## src/rtl/single_pkg.sv

```systemverilog
// single_pkg: shared IEEE-754 single-precision field widths, word type and divider latency
package single_pkg;
  localparam int SINGLE_EXP_W = 8;
  localparam int SINGLE_MAN_W = 23;
  localparam int SINGLE_BIAS = 127;
  localparam int SINGLE_DIV_LATENCY = 50;
  typedef struct packed {
    logic sign;
    logic [SINGLE_EXP_W-1:0] exp;
    logic [SINGLE_MAN_W-1:0] man;
  } single_t;
endpackage

```

## src/rtl/sync_ram_dp.sv

```systemverilog
// sync_ram_dp: DEPTH x W storage with one registered write port and one async read port
module sync_ram_dp #(
  parameter int DEPTH = 8,
  parameter int W = 32,
  parameter int AW = $clog2(DEPTH)
) (
  input  logic          clk,
  input  logic          we,
  input  logic [AW-1:0] waddr,
  input  logic [W-1:0]  wdata,
  input  logic [AW-1:0] raddr,
  output logic [W-1:0]  rdata
);
  logic [W-1:0] mem [DEPTH];
  // write on the clock edge; contents need no reset because pointers gate visibility
  always_ff @(posedge clk)
    if (we) mem[waddr] <= wdata;
  assign rdata = mem[raddr];
endmodule

```

## src/rtl/single_divide_result_buffer.sv

```systemverilog
// single_divide_result_buffer: credit-gated issue into single_divide, tagged result FIFO out; SINGLE_DIV_DBZ_FLAG_EN adds a divide-by-zero flag
module single_divide_result_buffer
  import single_pkg::*;
#(
  parameter int DEPTH = 8,
  parameter int TAG_W = 4,
  parameter int CNT_W = $clog2(DEPTH) + 1
) (
  input  logic             clk,
  input  logic             rst,
  input  logic             req_valid,
  output logic             req_ready,
  input  logic [TAG_W-1:0] req_tag,
  input  logic [7:0]       req_b_exp,
  output logic             div_in_valid,
  input  logic             div_out_valid,
  input  logic [31:0]      div_c,
  output logic             out_valid,
  input  logic             out_ready,
  output logic [31:0]      out_data,
  output logic [TAG_W-1:0] out_tag,
  output logic             out_dbz,
  output logic [CNT_W-1:0] occupancy,
  output logic             err
);
  localparam int AW = $clog2(DEPTH);
  logic [CNT_W-1:0] credits, tag_wr_ptr, data_wr_ptr, rd_ptr;
  logic issue, pop, wr;
  single_t rd_c;
`ifdef SINGLE_DIV_DBZ_FLAG_EN
  localparam int TW = TAG_W + 1;
  logic [TW-1:0] tag_wdata, tag_rdata;
  assign tag_wdata = {req_b_exp == 8'd0, req_tag};
  assign out_dbz = out_valid & tag_rdata[TAG_W];
`else
  localparam int TW = TAG_W;
  logic [TW-1:0] tag_wdata, tag_rdata;
  logic unused_b_exp;
  assign unused_b_exp = &{1'b0, req_b_exp};
  assign tag_wdata = req_tag;
  assign out_dbz = 1'b0;
`endif
  assign req_ready = credits != '0;
  assign issue = req_valid & req_ready;
  assign div_in_valid = issue;
  assign wr = div_out_valid & (tag_wr_ptr != data_wr_ptr);
  assign out_valid = data_wr_ptr != rd_ptr;
  assign pop = out_valid & out_ready;
  assign occupancy = data_wr_ptr - rd_ptr;
  assign out_data = out_valid ? rd_c : '0;
  assign out_tag = out_valid ? tag_rdata[TAG_W-1:0] : '0;
  // credit pool, wrap-bit pointers and sticky error for unmatched divider strobes
  always_ff @(posedge clk or posedge rst)
    if (rst) begin
      credits <= CNT_W'(DEPTH);
      tag_wr_ptr <= '0;
      data_wr_ptr <= '0;
      rd_ptr <= '0;
      err <= 1'b0;
    end else begin
      credits <= credits - CNT_W'(issue) + CNT_W'(pop);
      if (issue) tag_wr_ptr <= tag_wr_ptr + 1'b1;
      if (wr) data_wr_ptr <= data_wr_ptr + 1'b1;
      if (pop) rd_ptr <= rd_ptr + 1'b1;
      if (div_out_valid & ~wr) err <= 1'b1;
    end
  sync_ram_dp #(.DEPTH(DEPTH), .W(TW)) u_tag_ram (
    .clk(clk), .we(issue), .waddr(tag_wr_ptr[AW-1:0]), .wdata(tag_wdata),
    .raddr(rd_ptr[AW-1:0]), .rdata(tag_rdata)
  );
  sync_ram_dp #(.DEPTH(DEPTH), .W($bits(single_t))) u_data_ram (
    .clk(clk), .we(wr), .waddr(data_wr_ptr[AW-1:0]), .wdata(div_c),
    .raddr(rd_ptr[AW-1:0]), .rdata(rd_c)
  );
endmodule

```

## config.mk

```make
export PLATFORM = sky130hd
export DESIGN_NAME = single_divide_result_buffer
export DESIGN_NICKNAME = d
export VERILOG_FILES = /design/src/rtl/single_pkg.sv /design/src/rtl/sync_ram_dp.sv /design/src/rtl/single_divide_result_buffer.sv
export SDC_FILE = /design/constraint.sdc
export NUM_CORES = 1
export LEC_CHECK = 0
export ABC_AREA = 0
export ABC_CLOCK_PERIOD_IN_PS = 8600
export CAP_MARGIN = 25
export CORE_MARGIN = 10
export CORE_UTILIZATION = 35
export DETAILED_ROUTE_END_ITERATION = 12
export DONT_BUFFER_PORTS = 1
export PLACE_DENSITY_LB_ADDON = 0.08
export SYNTH_ARGS = -nofsm -noshare
export SYNTH_HDL_FRONTEND = slang
export SYNTH_SLANG_ARGS = --single-unit
```

## constraint.sdc

```tcl
create_clock -name clk -period 8.6 [get_ports clk]
set_input_delay 1.72 -clock clk [delete_from_list [all_inputs] [get_ports clk]]
set_output_delay 1.72 -clock clk [all_outputs]
set_load 0.05 [all_outputs]
```

### Word-level counts from Yosys, hierarchy flattened

Memory sizes are Yosys's and may differ from the RTL's.
Cells that the tools add are included.
Widths: inputs -> output; s select.

* bitwise gates (word level): 5
* reduce and logical (&&, ||, !) cells: 1
* mux-type cells: 6
* $add $sub $neg: 6
* equality and inequality tests: 2

Operators with widths (count)
* $mux 32: 1
* $add 4x1->4 const B: 3
* $ne 4x4->1: 2
* $add 4x1->4: 1
* $and 1x1->1: 4
* $mux 1: 4
* $mux 4: 1
* $reduce_bool 4->1: 1
* $sub 4x1->4: 1
* $sub 4x4->4: 1
* $not 1->1: 1

* memories: 2
* bits in registers: 17
* bits of input ports: 49
* RAM bits: 288

Memory list
* u_data_ram.mem: depth 8, width 32, rd ports 1, clocked after Yosys merged registers in 0, wr ports 1, line sync_ram_dp.sv:14 `logic [W-1:0] mem [DEPTH];`
* u_tag_ram.mem: depth 8, width 4, rd ports 1, clocked after Yosys merged registers in 0, wr ports 1, line sync_ram_dp.sv:14

### Longest topological paths before layout

* word-level depth: 4
* depth in mapped cells: 11
* depth with buffers taken out: 11

### Cells and area by module

From an unflattened synthesis, not the netlist that was laid out.

* cells, all modules: 570
* area, all modules: 12363.1 um^2

By module, submodules not included
* sync_ram_dp (u_data_ram): seq. area each 7687.4 um^2, instances 1, area an instance 9825.7 um^2, cells an instance 383
* sync_ram_dp (u_tag_ram): seq. area each 960.9 um^2, instances 1, area an instance 1290.0 um^2, cells an instance 59
* single_divide_result_buffer: seq. area each 426.7 um^2, instances 1, area an instance 1247.4 um^2, cells an instance 128

### Least setup slack after synthesis

Ideal clock, no wire load.

* kind: input to register
* start point: input port div_out_valid
* end point: memory u_data_ram.mem[6][0] (enable)
* data required time: 8.132 ns
* path slack: 3.651 ns
* cell stages on the path: 3
* library setup time: 0.468 ns
* arrival: 4.481 ns
* path buffers: 0
* cell sequence: nand2_1 > or2_2 > nor3b_1

* longest elaborated chain between the ends: 3

RTL lines
* from (decl): line single_divide_result_buffer.sv:16 `input logic div_out_valid,`
* $and 1x1->1: line single_divide_result_buffer.sv:46 `assign wr = div_out_valid & (tag_wr_ptr != data_wr_ptr);`
* $mux 1: line sync_ram_dp.sv:17 `if (we) mem[waddr] <= wdata;`
* $mux 1 (implied by the code): line sync_ram_dp.sv:17
* to (decl): line sync_ram_dp.sv:14

Every way passes these cells.

### Final worst setup path

* start point: register rd_ptr[0]
* end point: output port out_data[21]

* longest elaborated chain between the ends: 2
* elaborated cells on any way between the ends: 3
* classes of those cells: 1 x eq/ne; 1 x mux; 1 x memory

RTL lines
* from (decl): line single_divide_result_buffer.sv:27 `logic [CNT_W-1:0] credits, tag_wr_ptr, data_wr_ptr, rd_ptr;`
* from (signal assigned): line single_divide_result_buffer.sv:64 `if (pop) rd_ptr <= rd_ptr + 1'b1;`
* $mem_v2 8x32 or $ne 4x4->1 (tied branches)
* $mux 32 (*): line single_divide_result_buffer.sv:50 `assign out_data = out_valid ? rd_c : '0;`
* to (decl): line single_divide_result_buffer.sv:20 `output logic [31:0] out_data,`

Mark *: on every way between the ends. The rest lies on a longest branch, timed or not.

==> impl_metrics.toml <==
[flow_run]
drv_cap = 0

[sta]
max_freq_mhz = 181
fin_crit_sh_pct = 64.3
final.min_clock_period_ns = 5.53
maxSlewHeadroom_pct = 31.4
worst_slew_pin_slew_ns = 1.03
slew_violations = 0
hold_viol = 0
finalSetupViolCount = 0
finalWorstSetupSlack_ns = 3.07
grt_setup_unrepaired = "false"
clock_skew_ns = 0.0132
tns_ns = 0

[clock_tree]
h-tree-depth = 2
clockBufferDepth = 3
clk_latency_ns = 0.50
cts_made_buffers = 35
cts_setup_buffers = 0
tritoncts = "built"
clock_sinks = 305
cts_hold_buf = 0
clk_pin_slew_ns = 0.06
ctsResizeCount = 0
cts-root-buf = "clkbuf_16"

[worst_setup_path]
crit_family = "flip-flops"
timing.rr.start = "rd_ptr[0]"
worst_setup_path_start_kind = "flip-flop"
cp-startpoint = "rd_ptr[0]"
cp_slowest_cell = "dfrtp_4"
path_buf_inv = 1
reg2regPathDepth = 10
arrival_ns = 3.81
crit_path_max_incr_delay_ns = 1.10
path_cells = "buf_4 > mux2i_1 > a22oi_1 > nand2_1 > a221oi_2"
endpoint_kind = "output port"
critPathMaxFanout = 56
cp.depth = 5
regToRegEndpoint = "credits[2]"
rrSetupSlack_ns = 5.07
cp-endpoint = "out_data[21]"
worstSetupPathType = "reg2out"
crit_required_ns = 6.88

[route]
drt_iter0_drc = 239
drc_errors = 0
antenna_left = 0
routed_wl_microns = 27100
first_pass_iters = 4
vias_per_cell = 5.06
vias = 6081
wl_per_cell_microns = 22.6

[hold_path]
hold_class = "reg2reg"

[synthesis]
yosysWarnings = 0
ys_types = 37
avgSynthCellArea_sq_um = 17.5
synth-edff-count = 288
ys_ff_latch = 305
ys_seq_area_share_pct = 74.2
syn-cell-area_sq_um = 12200
synth_fp_nets = 760
ys.flop_type = "edfxtp_1"
synthCells = 698
synthArstFlopShare_pct = 5.57

[finish]
fin_nets = 786
stdcell_count = 1202
fillerInstances = 3109
final_cell_area_sq_um = 14100
areaGrowthSynthToFinish_pct = 15.7
final_common_cell = "edfxtp_1"
diodes = 0
final_cell_mix = "288 x edfxtp_1, 144 x mux2i_1, 49 x nand2_1, 37 x clkbuf_16, 36 x a22oi_1"
final_layout_size_suffix_gt1_share_pct = 16.7

[grt]
overflow = 0
antenna_found_initial = 1
grt_pass1_wl_microns = 41000
grt_max_degree = 57
first_global_vias = 6538
grt.total_usage_pct = 12.8

[floorplan]
die_h_microns = 207
core_area_sq_um = 34500
die_area_sq_um = 42800
ios = 94
die_w_microns = 207
rows = 68
start_util_pct = 35.4

[placement]
post-place-ws_ns = 3.56
placed_area_sq_um = 13000
placed_cells = 1142
place.gp.congestion = 0.738
dp_hpwl_microns = 16000
io_buffers = 0

[status]
outcome = "complete, no violations"
## synth_stat cells (all sizes together) (2+ instances only)
library cell,n,share of area (%)
xor2,7,0.56
mux2i,144,12
a21o,3,0.18
nand4,3,0.15
nand2b,5,0.26
or3b,2,0.16
mux2,2,0.18
nor2,11,0.34
inv,17,0.52
nor3,5,0.20
xnor2,10,0.72
fa,2,0.33
buf,33,1.7
a22oi,36,2.2
nand2,49,1.5
nor3b,2,0.16
dfrtp,16,3.3
clkbuf,7,0.21
edfxtp,288,71
ha,11,1.1
a21oi,2,0.082
a221oi,36,2.9
## worst min path at each step
stage	startpoint	endpoint	slack, ns	cells after the start
3_3_place_gp	rd_ptr[3]	rd_ptr[3]	0.48	1
5_1_grt	rd_ptr[3]	rd_ptr[3]	0.52	1
3_5_place_dp	rd_ptr[3]	rd_ptr[3]	0.48	1
4_1_cts	rd_ptr[3]	rd_ptr[3]	0.49	1
2_1_floorplan	tag_wr_ptr[3]	tag_wr_ptr[3]	0.47	1
6_report	tag_wr_ptr[3]	tag_wr_ptr[3]	0.49	1
## logic make-up after synthesis
group / synth area share, %
mux: 12.0
simple gates: 3.15
fa+ha+maj: 1.45
flops: 74.2
xor+xnor: 1.28
other cells: 0.0307
buf+inv: 2.47
compound gates: 5.41
## per-layer routing
metal | routed length (microns) | up-vias | share of wire, % | GRT usage, %
li1 | - | 2782 | - | -
met1 | 12000 | 3169 | 44 | 15.9
met2 | 13200 | 92 | 49 | 21.5
met3 | 1470 | 38 | 5.4 | 3.60
met4 | 454 | 0 | 1.7 | 3.13
met5 | 0 | - | 0 | 0
## stage by stage
| stage | util [%] | hold WS (ns) |
|---|---|---|
| 2_1_floorplan | - | 0.465 |
| 3_3_place_gp | 37.6 | 0.479 |
| 3_5_place_dp | 37.7 | 0.482 |
| 4_1_cts | 41.0 | 0.494 |
| 5_1_grt | 41.0 | 0.515 |
| 6_report | 41.0 | 0.489 |
## flip-flops by register name (all words and copies together) (netlist names)
name            flops
err                 1
data_wr_ptr         4
u_data_ram.mem    256
u_tag_ram.mem      32
tag_wr_ptr          4
credits             4
rd_ptr              4
## layout make-up
class	count	area [sq um]	area share, %
inverters	17	63.8	0.451
clock buffers	46	960	6.78
flip-flops and latches	305	9080	64.2
repair buffers	29	241	1.71
well taps	455	569	4.02
multi-input cells	336	3070	21.7
clock inverters	14	171	1.21
Power is left out: the tool's default activity adds up to more than one toggle a clock period on the data nets, which glitch-free logic cannot reach.
